**config.mk**
```make
export PLATFORM = sky130hd
export DESIGN_NAME = i2c_txn_arbiter
export DESIGN_NICKNAME = d
export VERILOG_FILES = /design/src/rtl/i2c_txn_arbiter.sv
export SDC_FILE = /design/constraint.sdc
export NUM_CORES = 1
export LEC_CHECK = 0
export ABC_AREA = 1
export BUFFER_PORTS_ARGS = -buffer_cell sky130_fd_sc_hd__buf_2
export CAP_MARGIN = 20
export CORE_MARGIN = 5
export CORE_UTILIZATION = 25
export CTS_CLUSTER_DIAMETER = 200
export DETAILED_ROUTE_END_ITERATION = 16
export PLACE_DENSITY = 0.54
export SLEW_MARGIN = 20
export SYNTH_ARGS = -nofsm -noshare
export SYNTH_HDL_FRONTEND = slang
export SYNTH_SLANG_ARGS = --single-unit
```
**constraint.sdc**
```tcl
create_clock -name clk -period 3.7 [get_ports clk]
set_input_delay 0.925 -clock clk [delete_from_list [all_inputs] [get_ports clk]]
set_output_delay 0.925 -clock clk [all_outputs]
set_load 0.03 [all_outputs]
```
**src/rtl/i2c_txn_arbiter.sv**
```systemverilog
// Round-robin sequencer sharing one i2c_master between two burst requesters.
// Grants the bus, drives the master handshake, streams bytes and reports done/timeout.
module i2c_txn_arbiter #(
  parameter int LEN_W       = 4,
  parameter int TIMEOUT_CYC = 100000
) (
  input  logic               clk,
  input  logic               rst,
  input  logic [1:0]         req,
  input  logic [13:0]        req_addr,
  input  logic [1:0]         req_rw,
  input  logic [2*LEN_W-1:0] req_len,
  input  logic [15:0]        req_wdata,
  output logic [1:0]         gnt,
  output logic [1:0]         wr_next,
  output logic [7:0]         rd_data,
  output logic [1:0]         rd_valid,
  output logic [1:0]         done,
  output logic [1:0]         err,
  output logic               busy,
  output logic [6:0]         addr,
  output logic               rw,
  output logic [7:0]         tx_data,
  output logic               i2c_en,
  output logic               data_valid,
  output logic               read_last,
  input  logic               data_next,
  input  logic [7:0]         rx_data,
  input  logic               ready
);

  // Master handshake: i2c_en is offered while ready is high and withdrawn
  // once ready drops; each data_next pulse retires exactly one byte.
  typedef enum logic [1:0] {IDLE, START, XFER, WAIT_RDY} state_t;

  localparam int WD_W = $clog2(TIMEOUT_CYC + 1);
  localparam logic [WD_W-1:0] WD_LAST = WD_W'(TIMEOUT_CYC - 1);

  state_t           state;
  logic             g;
  logic             prio;
  logic [LEN_W-1:0] rem;
  logic [WD_W-1:0]  wdog;
  logic [6:0]       addr_r;
  logic             rw_r;
  logic             pick;
  logic             wd_expire;
  logic             finish_ok;
  logic             in_xfer;

  // With both requesting, the favoured one wins; otherwise the lone requester.
  always_comb begin
    pick = (req == 2'b11) ? prio : req[1];
  end

  assign wd_expire  = (state != IDLE) && (wdog == WD_LAST);
  assign finish_ok  = (state == WAIT_RDY) && ready;
  assign in_xfer    = (state == START) || (state == XFER);
  assign busy       = (state != IDLE);
  assign addr       = addr_r;
  assign rw         = rw_r;
  assign data_valid = in_xfer && (rem != '0);
  assign read_last  = in_xfer && rw_r && (rem == '0);
  assign wr_next    = ((state == XFER) && data_next && !rw_r && !wd_expire) ? gnt : 2'b00;
  assign tx_data    = gnt[0] ? req_wdata[7:0] : (gnt[1] ? req_wdata[15:8] : 8'h00);

  always_ff @(posedge clk) begin
    if (rst) begin
      state    <= IDLE;
      gnt      <= 2'b00;
      g        <= 1'b0;
      prio     <= 1'b0;
      rem      <= '0;
      wdog     <= '0;
      addr_r   <= 7'h00;
      rw_r     <= 1'b0;
      i2c_en   <= 1'b0;
      rd_data  <= 8'h00;
      rd_valid <= 2'b00;
      done     <= 2'b00;
      err      <= 2'b00;
    end else begin
      rd_valid <= 2'b00;
      done     <= 2'b00;
      err      <= 2'b00;
      if (wd_expire || finish_ok) begin
        // Normal completion and abort share the same teardown.
        done   <= wd_expire ? 2'b00 : gnt;
        err    <= wd_expire ? gnt : 2'b00;
        state  <= IDLE;
        gnt    <= 2'b00;
        prio   <= ~g;
        addr_r <= 7'h00;
        rw_r   <= 1'b0;
        rem    <= '0;
        wdog   <= '0;
        i2c_en <= 1'b0;
      end else begin
        case (state)
          IDLE: begin
            wdog <= '0;
            if (ready && (req != 2'b00)) begin
              g      <= pick;
              gnt    <= pick ? 2'b10 : 2'b01;
              addr_r <= pick ? req_addr[13:7] : req_addr[6:0];
              rw_r   <= req_rw[pick];
              rem    <= pick ? req_len[2*LEN_W-1:LEN_W] : req_len[LEN_W-1:0];
              i2c_en <= 1'b1;
              state  <= START;
            end
          end
          START: begin
            if (!ready) begin
              i2c_en <= 1'b0;
              state  <= XFER;
              wdog   <= '0;
            end else begin
              wdog <= wdog + 1'b1;
            end
          end
          XFER: begin
            if (data_next) begin
              wdog <= '0;
              if (rw_r) begin
                rd_data  <= rx_data;
                rd_valid <= gnt;
              end
              if (rem == '0) state <= WAIT_RDY;
              else           rem   <= rem - 1'b1;
            end else begin
              wdog <= wdog + 1'b1;
            end
          end
          WAIT_RDY: wdog <= wdog + 1'b1;
          default:  state <= IDLE;
        endcase
      end
    end
  end

endmodule

```
==> run summary, run 1 <==
status = complete, no violations
Final Hold Viols = 0
clock latency on the worst-skew pair = 0.30 ns
worst setup margin = 0.609 ns
maxcap violations = 0
clock skew = 0.00291 ns
CTS Hold Bufs = 0
Synth warnings = 0
Setup crit end kind = primary output
met1 WL = 3.31 mm
Critical Path End = wr_next[0]
sw frac = 40.7%
routed len/inst = 11.2 um
Seq/Total Area, Yosys = 37.5%
synthesis-to-finish area growth = 25.7%
Period minus WS final = 3.09 ns
Slew @ Worst Pin = 0.729 ns
CP max FO = 13
setup bufs post-CTS = 0
vias per cell = 4.29
worst slack, placed = 0.942 ns
Initial Util = 25.7%
RSZ-0062 raised after global routing = false
Power per Cell Area = 513 mW/mm^2
Initial DRC Count = 131
buffers added on ports = 91
post-synthesis cell count = 395
filler cell count = 1,134
HP Class = flip-flop to flip-flop
Logic pwr share = 40.4%
Die H = 113 um
Data required, critical path = 2.77 ns
Final Core Density = 32.4%
top sig layer = met4
row cnt = 37
n_diodes = 0
Synth Register Bits = 50
initial antenna violation count = 0
TritonRoute pass-1 iters = 6
CTS buffer count = 5
Placer Congestion = 0.858
gr ovfl total = 0
ANT nets after route = 0
Nets = 547
sw power = 700 uW
RR Startpoint = state[0]
Detailed Route WL = 6.98 mm
first-pass GRT wire length = 12.1 mm
DR DRC count = 0
via count = 2,666
flop2flop setup slack = 1.20 ns
Die Span X = 113 um
Reg2Reg Depth = 11
Post-Syn Area = 0.00267 mm^2
setup TNS = 0 ns
Netlist cell types = 30
Syn Area/Cell = 6.76 um^2
layout cells sized above 1 = 24.5%
Flop pwr share = 37.3%
Final Cycle Share = 83.6%
CTS H-tree lvls = 2
DIE AREA = 0.0128 mm^2
fmax = 323 MHz
leakage = 1.60 nW
clock network power share = 22.3%
register area = 0.00100 mm^2
critical path class = flip-flop to primary output
Critical Path Source Type = flip-flop
Slew headroom = 51.0%
Multi-input gate area = 0.00139 mm^2
DP HPWL = 5.54 mm
metal3 WL = 416 um
Crit path arrival time = 2.17 ns
Int Power = 1.02 mW
largest net degree at the start of global routing = 21
worst r2r dst = wdog[0]
Setup-failing EPs final = 0
crit path from = state[0]
num ports = 92
Post-Syn Nets = 458
clock transition at the registers of the reported paths = 0.09 ns
CTS tree = yes
worst vdd ir = 328 uV
Max Slew Vio Count = 0
clock root buffer = clkbuf_8
vias in the first global route = 2,675
Core Area = 0.0104 mm^2
met2 WL post-DR = 3.17 mm
clock sinks = 50
CTS resizes = 0
Post-Place Cells = 613
Max Root-Sink Buffers = 2
non-filler cells, final = 621
GRT Total Usage = 11.2%
## flip-flops by register name, indices dropped and copies added (netlist names)
name and count:
rd_data 8, wdog 17, prio 1, i2c_en 1
rd_valid 2, rem 4, gnt 2, addr 7
err 2, state 2, g 1, rw 1
done 2
## layout make-up
| class | count | area share [%] |
|---|---|---|
| Clock inverter | 1 | 0.895 |
| Multi-Input combinational cell | 276 | 41.5 |
| Inverter | 59 | 6.60 |
| Timing Repair Buffer | 92 | 13.8 |
| Clock buffer | 7 | 2.27 |
| Sequential cell | 50 | 29.8 |
| Tap cell | 136 | 5.07 |
## how the worst min path moves through the flow
stage | start | to | slack, ns | depth (start not counted)
after detailed placement | g | g | 0.45 | 2
after floorplan | wdog[0] | wdog[0] | 0.42 | 1
after CTS | g | g | 0.46 | 2
final | g | g | 0.46 | 2
after global routing | g | g | 0.49 | 2
after global placement | wdog[0] | wdog[0] | 0.43 | 1
## logic make-up after synthesis
| family | count (synthesis) | synth area share (%) |
|---|---|---|
| AO/OA/AOI/OAI | 42 | 9.28 |
| XOR/XNOR | 9 | 2.95 |
| adder cells (fa/ha/maj) | 9 | 4.22 |
| AND/OR/NAND/NOR | 216 | 35.8 |
| flip-flops | 50 | 37.5 |
| buffers and inverters | 69 | 10.3 |
## per-stage QoR
step           power (mW)  hold slack, ns  cell area [um^2]
5_1_grt              1.87           0.491              3360
2_1_floorplan        1.17           0.417              2670
6_report             1.72           0.457              3360
3_3_place_gp         1.35           0.427              3250
3_5_place_dp         1.36           0.445              3250
4_1_cts              1.75           0.460              3360
## cell usage in the layout (no fill, tap or decap)
cell type / instances
or2_2: 1
inv_2: 1
o31ai_1: 1
nor3_1: 7
or2_4: 1
o21ai_0: 15
buf_2: 91
nand2_1: 103
xnor2_1: 3
nand2_2: 1
nand3b_1: 1
xor2_1: 6
ha_1: 9
a31oi_1: 1
inv_1: 58
nor2_2: 14
dfxtp_1: 50
a31oi_4: 1
nor2_1: 41
nand4_1: 13
nor2_4: 1
clkbuf_1: 2
a21boi_0: 1
nand3_1: 32
a21oi_1: 17
clkbuf_8: 5
nand3_2: 1
bufinv_16: 1
a22oi_1: 6
buf_4: 1
## worst max-delay path, stage by stage, from the launching register on
cell and delay [ns]:
dfxtp_1 0.44, inv_1 0.11, ha_1 0.27, nor2_1 0.11, nand3_1 0.09, nor2_1 0.10, nand2_1 0.27, nand4_1 0.23
nor2_1 0.05, buf_2 0.18
## power by group through the flow
stage,Clock [mW],Sequential (mW),Combinational [mW]
after floorplan,0,0.687,0.478
after global placement,0,0.651,0.695
after detailed placement,0,0.654,0.701
after CTS,0.399,0.642,0.704
after global routing,0.421,0.652,0.798
final,0.384,0.642,0.695
## cell usage after synthesis
master | number | area (um^2)
nand2_1 | 103 | 387
xnor2_1 | 3 | 26.3
buf_4 | 2 | 15.0
inv_1 | 58 | 218
or2_4 | 1 | 8.76
buf_2 | 1 | 5.00
a22oi_1 | 6 | 45.0
buf_6 | 1 | 11.3
nand3b_1 | 1 | 7.51
a21oi_1 | 17 | 85.1
nand3_1 | 32 | 160
ha_1 | 9 | 113
clkbuf_1 | 5 | 18.8
nand2_2 | 1 | 6.26
inv_2 | 1 | 3.75
a31oi_4 | 1 | 21.3
xor2_1 | 6 | 52.6
a31oi_1 | 1 | 6.26
nand3_2 | 1 | 10.0
nor2_4 | 1 | 11.3
dfxtp_1 | 50 | 1000
nor2_1 | 41 | 154
nand4_1 | 13 | 81.3
nor3_1 | 7 | 35.0
o21ai_0 | 15 | 75.1
o31ai_1 | 1 | 7.51
buf_1 | 1 | 3.75
a21boi_0 | 1 | 7.51
or2_2 | 1 | 6.26
nor2_2 | 14 | 87.6
## routing by layer
| metal | track usage (%) | up-vias |
|---|---|---|
| li1 | - | 1422 |
| met4 | 2.88 | 0 |
| met5 | 0 | - |
| met3 | 2.83 | 10 |
| met1 | 14.4 | 1171 |
| met2 | 18.6 | 63 |
No activity file was read; power rests on OpenSTA's default activity.
==> inputs of run 2 (changes only) <==
--- a/config.mk
+++ b/config.mk
@@ -12,7 +12,7 @@
 export CORE_UTILIZATION = 25
 export CTS_CLUSTER_DIAMETER = 200
 export DETAILED_ROUTE_END_ITERATION = 16
-export PLACE_DENSITY = 0.54
+export PLACE_DENSITY = 0.55
 export SLEW_MARGIN = 20
 export SYNTH_ARGS = -nofsm -noshare
 export SYNTH_HDL_FRONTEND = slang
==> constraint.sdc (replaced) <==
create_clock -name clk -period 2.6 [get_ports clk]
set_input_delay 0.65 -clock clk [delete_from_list [all_inputs] [get_ports clk]]
set_output_delay 0.65 -clock clk [all_outputs]
set_load 0.03 [all_outputs]
==> run summary, run 2 (same netlist as run 1, synthesis figures left out) <==
Biggest register = wdog
Max Root-Sink Buffers = 2 (unchanged)
CP max FO = 5 (-8)
Detailed Route WL = 7.09 mm (+1.6%)
most frequent cells in the layout = nand2_1 (103), buf_2 (90), inv_1 (58)
DP HPWL = 5.62 mm (+1.4%)
DIE AREA = 0.0128 mm^2 (unchanged)
Slew headroom = 57.1% (+6.1 points)
clock root buffer = clkbuf_8
Period minus WS final = 2.38 ns
synthesis-to-finish area growth = 26.9%
Final Cycle Share = 91.5%
maxcap violations = 0 (unchanged)
CTS Hold Bufs = 0 (unchanged)
via count = 2,755 (+3.3%)
initial antenna violation count = 0 (unchanged)
vias in the first global route = 2,611 (-2.4%)
CTS buffer count = 5 (unchanged)
layout cells sized above 1 = 25.7% (+1.2 points)
Setup crit end kind = primary output
Largest register FFs = 17 (unchanged)
RSZ-0062 raised after global routing = false
CTS tree = yes
Initial DRC Count = 127 (-3.1%)
Power per Cell Area = 742 mW/mm^2 (+45%)
clock sinks = 50 (unchanged)
CTS H-tree lvls = 2 (unchanged)
Final Hold Viols = 0 (unchanged)
buffers added on ports = 91 (unchanged)
n_diodes = 0 (unchanged)
GRT Total Usage = 10.9% (-0.28 points)
Slew @ Worst Pin = 0.637 ns (-0.0913 ns)
crit path cell chain = inv_1 > ha_4 > nor2_1 > nand3_1 > nor2_1 > nand2_1 > nand4_1 > nor2_1 > clkbuf_4
clock skew = 0.00828 ns (+0.00537 ns)
flop2flop setup slack = 0.61 ns (-0.59 ns)
Max Slew Vio Count = 0 (unchanged)
Nets = 548 (+0.18%)
Critical Path Source Type = flip-flop
largest net degree at the start of global routing = 20 (-4.8%)
Die H = 113 um (unchanged)
Die Span X = 113 um (unchanged)
Hold Path Depth = 1 (-1)
num ports = 92 (unchanged)
Setup-failing EPs final = 0 (unchanged)
status = complete, no violations
leakage = 1.61 nW (+0.71%)
gr ovfl total = 0 (unchanged)
critical path class = flip-flop to primary output
routed len/inst = 11.4 um (+1.4%)
Crit path arrival time = 1.73 ns (-0.44 ns)
DR DRC count = 0 (unchanged)
Initial Util = 25.7% (unchanged)
fmax = 420 MHz
worst vdd ir = 594 uV (+81%)
clock latency on the worst-skew pair = 0.31 ns (about the same)
Core Area = 0.0104 mm^2 (unchanged)
Multi-input gate area = 0.00141 mm^2 (+0.90%)
first-pass GRT wire length = 11.8 mm (-2.3%)
vias per cell = 4.43 (+3.2%)
TritonRoute pass-1 iters = 4 (-2)
Crit-path slowest cell = dfxtp_2
clock transition at the registers of the reported paths = 0.10 ns (about the same)
ANT nets after route = 0 (unchanged)
HP Class = flip-flop to flip-flop
Data required, critical path = 1.95 ns (-0.82 ns)
crit-path max cell delay = 0.39 ns (-0.05 ns)
Reg2Reg Depth = 7 (-4)
Most Frequent Cell on Critical Path = nor2_1
setup TNS = 0 ns (unchanged)
register area = 0.00100 mm^2 (+0.25%)
Final Core Density = 32.7% (+0.30 points)
row cnt = 37 (unchanged)
Placer Congestion = 0.796 (-7.1%)
filler cell count = 1,149 (+1.3%)
commonest non-fill, non-tap cell in the layout = nand2_1
==> run 2: layer usage <==
layer	track usage [%]	up-vias	wire [um]
li1	-	1426	-
met1	14.3	1246	3270
met2	18.0	76	3300
met3	3.42	7	472
met4	1.44	0	48
met5	0	-	0
==> run 2: path summary, 6_finish.rpt <==
path	start	endpoint
max	state[1]	wr_next[0]
min	wdog[0]	wdog[0]
max reg2reg	state[0]	wdog[6]
min reg2reg	wdog[0]	wdog[0]
==> run 2: layout make-up <==
type	instances	share of cell area [%]
tap	136	5.02
clock buffer	5	2.03
sequential	50	29.6
multi-input combinational	276	41.5
timing repair buffer	93	14.0
clock inverter	3	1.29
inverter	59	6.54
==> run 2: power by group <==
part	switching, mW	leakage (nW)	internal, mW
clock	0.273	0.0585	0.289
sequential	0.0683	0.406	0.853
combinational	0.695	1.14	0.336
total	1.04	1.61	1.48
==> run 2: worst max-delay path: cells and delay by family (launching register included) <==
kind | cells | cell delay, ns
simple gates | 6 | 0.51
flops | 1 | 0.39
buf+inv | 2 | 0.32
fa+ha+maj | 1 | 0.20
==> run 2: what timing repair did <==
action                     4_1_cts  5_1_grt
setup endpoints to repair        0        2
gates resized for setup          0        5
buffers inserted                 0        0
==> run 2: through the flow <==
step | setup slack (ns) | cell area (um^2) | hold slack, ns | power, mW | cells
final | 0.221 | 3390 | 0.458 | 2.51 | 622
after global routing | 0.0686 | 3390 | 0.486 | 2.70 | 622
after CTS | 0.0731 | 3370 | 0.465 | 2.50 | 622
after detailed placement | 0.425 | 3260 | 0.445 | 1.93 | 614
after global placement | 0.486 | 3260 | 0.433 | 1.91 | 614
after floorplan | 0.295 | 2670 | 0.417 | 1.66 | 395
==> inputs of run 3 (changes only) <==
--- a/config.mk
+++ b/config.mk
@@ -9,10 +9,10 @@
 export BUFFER_PORTS_ARGS = -buffer_cell sky130_fd_sc_hd__buf_2
 export CAP_MARGIN = 20
 export CORE_MARGIN = 5
-export CORE_UTILIZATION = 25
+export CORE_UTILIZATION = 30
 export CTS_CLUSTER_DIAMETER = 200
 export DETAILED_ROUTE_END_ITERATION = 16
-export PLACE_DENSITY = 0.55
+export PLACE_DENSITY_LB_ADDON = 0.05
 export SLEW_MARGIN = 20
 export SYNTH_ARGS = -nofsm -noshare
 export SYNTH_HDL_FRONTEND = slang
==> run summary, run 3 (same netlist as run 1, synthesis figures left out) <==
status = complete, no violations
Post-Place Cells = 588 (-4.2%)
vias in the first global route = 2,491 (-4.6%)
clock sinks = 50 (unchanged)
num ports = 92 (unchanged)
DP HPWL = 5.56 mm (-1.1%)
largest net degree at the start of global routing = 20 (unchanged)
Setup-failing EPs final = 0 (unchanged)
GRT Total Usage = 12.8% (+1.9 points)
leakage = 1.61 nW (about the same)
worst vdd ir = 411 uV (-31%)
Initial Util = 30.8% (+5.0 points)
ANT nets after route = 0 (unchanged)
buffers added on ports = 91 (unchanged)
gr ovfl total = 0 (unchanged)
crit path cell chain = inv_1 > ha_2 > nor2_1 > nand3_1 > nor2_1 > nand2_1 > nand4_1 > nor2_1 > buf_2
Final Hold Viols = 0 (unchanged)
CTS tree = yes
clock network power share = 21.8% (-0.6 points)
synthesis-to-finish area growth = 25.4%
via count = 2,663 (-3.3%)
Die Span X = 104 um (-7.9%)
RR Startpoint = state[0]
Core Area = 0.00868 mm^2 (-16%)
CP max FO = 5 (unchanged)
Logic pwr share = 40.8% (-0.2 points)
sw power = 991 uW (-4.4%)
CTS buffer count = 5 (unchanged)
fmax = 420 MHz (about the same)
Flop pwr share = 37.4% (+0.8 points)
setup TNS = 0 ns (unchanged)
flop2flop setup slack = 0.60 ns (about the same)
Biggest register = wdog
clock root buffer = clkbuf_8
Nets = 550 (+0.36%)
DIE AREA = 0.0109 mm^2 (-15%)
Slew headroom = 55.5% (-1.7 points)
Setup crit end kind = primary output
Placer Congestion = 0.767 (-3.7%)
Data required, critical path = 1.95 ns (about the same)
maxcap violations = 0 (unchanged)
Reg2Reg Depth = 7 (unchanged)
filler cell count = 954 (-17%)
Crit-path slowest cell = dfxtp_2
Initial DRC Count = 85 (-33%)
Power per Cell Area = 733 mW/mm^2 (-1.3%)
DR DRC count = 0 (unchanged)
commonest non-fill, non-tap cell in the layout = nand2_1
crit path from = state[1]
Most Frequent Cell on Critical Path = nor2_1
Die H = 104 um (-7.9%)
TritonRoute pass-1 iters = 4 (unchanged)
clock skew = 0.00566 ns (-0.00262 ns)
CP Depth = 9 (unchanged)
Critical Path End = wr_next[0]
Max Slew Vio Count = 0 (unchanged)
Max Root-Sink Buffers = 2 (unchanged)
total power = 2.45 mW (-2.4%)
worst slack, placed = 0.387 ns (-0.0373 ns)
Worst Path Buf+Inv = 2 (unchanged)
Final Cycle Share = 91.6% (about the same)
initial antenna violation count = 0 (unchanged)
Int Power = 1.46 mW (-1.1%)
routed len/inst = 12.1 um (+6.2%)
n_diodes = 0 (unchanged)
worst setup margin = 0.218 ns (-0.00207 ns)
Slew @ Worst Pin = 0.662 ns (+0.0246 ns)
vias per cell = 4.47 (+0.88%)
Detailed Route WL = 7.21 mm (+1.7%)
CTS H-tree lvls = 2 (unchanged)
Largest delay share family, worst path = simple AND/OR/NAND/NOR gates
Critical Path Source Type = flip-flop
sw frac = 40.4% (-0.84 points)
critical path class = flip-flop to primary output
Crit path arrival time = 1.73 ns (about the same)
Largest register FFs = 17 (unchanged)
clock transition at the registers of the reported paths = 0.09 ns (about the same)
HP Class = flip-flop to flip-flop
first-pass GRT wire length = 11.8 mm (-0.24%)
worst r2r dst = wdog[0]
clock latency on the worst-skew pair = 0.30 ns (about the same)
RSZ-0062 raised after global routing = false
crit-path max cell delay = 0.35 ns (-0.04 ns)
hold slack final = 0.454 ns (-0.00425 ns)
Period minus WS final = 2.38 ns (+0.00206 ns)
layout cells sized above 1 = 25.6% (-0.11 points)
row cnt = 34 (-8.1%)
most frequent cells in the layout = nand2_1 (103), buf_2 (91), inv_1 (58)
non-filler cells, final = 596 (-4.2%)
[run 3: cell types whose count changed in the layout (fill, tap and decap cells not counted)]
cell	delta
clkbuf_1	+2
buf_2	+1
clkinv_2	-1
inv_6	-1
clkbuf_4	-1
ha_4	-1
ha_2	+1
buf_4	+2
[run 3: worst reg2reg max path: stages, from the launching register on]
cell and delay, ns:
dfxtp_2 0.36, inv_1 0.12, ha_1 0.37, inv_2 0.13, or2_4 0.27, a31oi_4 0.27
nand2_2 0.28, nor2_1 0.15
[run 3: metal layers]
metal | wire length (um) | up-vias | GRT usage [%]
li1 | - | 1429 | -
met1 | 3400 | 1153 | 16.7
met2 | 3310 | 77 | 20.7
met3 | 438 | 4 | 3.54
met4 | 68 | 0 | 3.33
met5 | 0 | - | 0
[run 3: area by class of cell]
cell class                      instances  area [um^2]  share of cell area (%)
Multi-Input combinational cell        276         1400                    41.7
Sequential cell                        50         1000                    30.0
Tap cell                              108          135                    4.04
Inverter                               59          221                    6.61
Clock inverter                          1         30.0                   0.897
Clock buffer                            7         76.3                    2.28
Timing Repair Buffer                   95          485                    14.5
[run 3: power groups by stage]
stage          combinational (mW)  clock [mW]  sequential (mW)
2_1_floorplan               0.681           0            0.978
3_3_place_gp                 1.01           0            0.929
3_5_place_dp                 1.00           0            0.934
4_1_cts                      1.01       0.564            0.917
5_1_grt                      1.13       0.596            0.935
6_report                     1.00       0.536            0.917
[run 3: stage by stage]
| stage | utilization, % | area [um^2] |
|---|---|---|
| 3_3_place_gp | 37.3 | 3240 |
| 4_1_cts | 38.5 | 3340 |
| 3_5_place_dp | 37.3 | 3240 |
| 5_1_grt | 38.6 | 3350 |
| 6_report | 38.6 | 3350 |
| 2_1_floorplan | - | 2670 |
[run 3: worst min path at each step]
stage | start | endpoint | slack [ns] | depth (start not counted)
6_report | g | g | 0.45 | 2
4_1_cts | g | g | 0.46 | 2
3_5_place_dp | g | g | 0.44 | 2
2_1_floorplan | wdog[0] | wdog[0] | 0.42 | 1
5_1_grt | g | g | 0.48 | 2
3_3_place_gp | wdog[0] | wdog[0] | 0.43 | 1
[run 3: what timing repair did]
action	4_1_cts	5_1_grt
resized for setup	0	3
buffers inserted	0	0
hold buffers	0	0
setup endpoints to repair	0	2
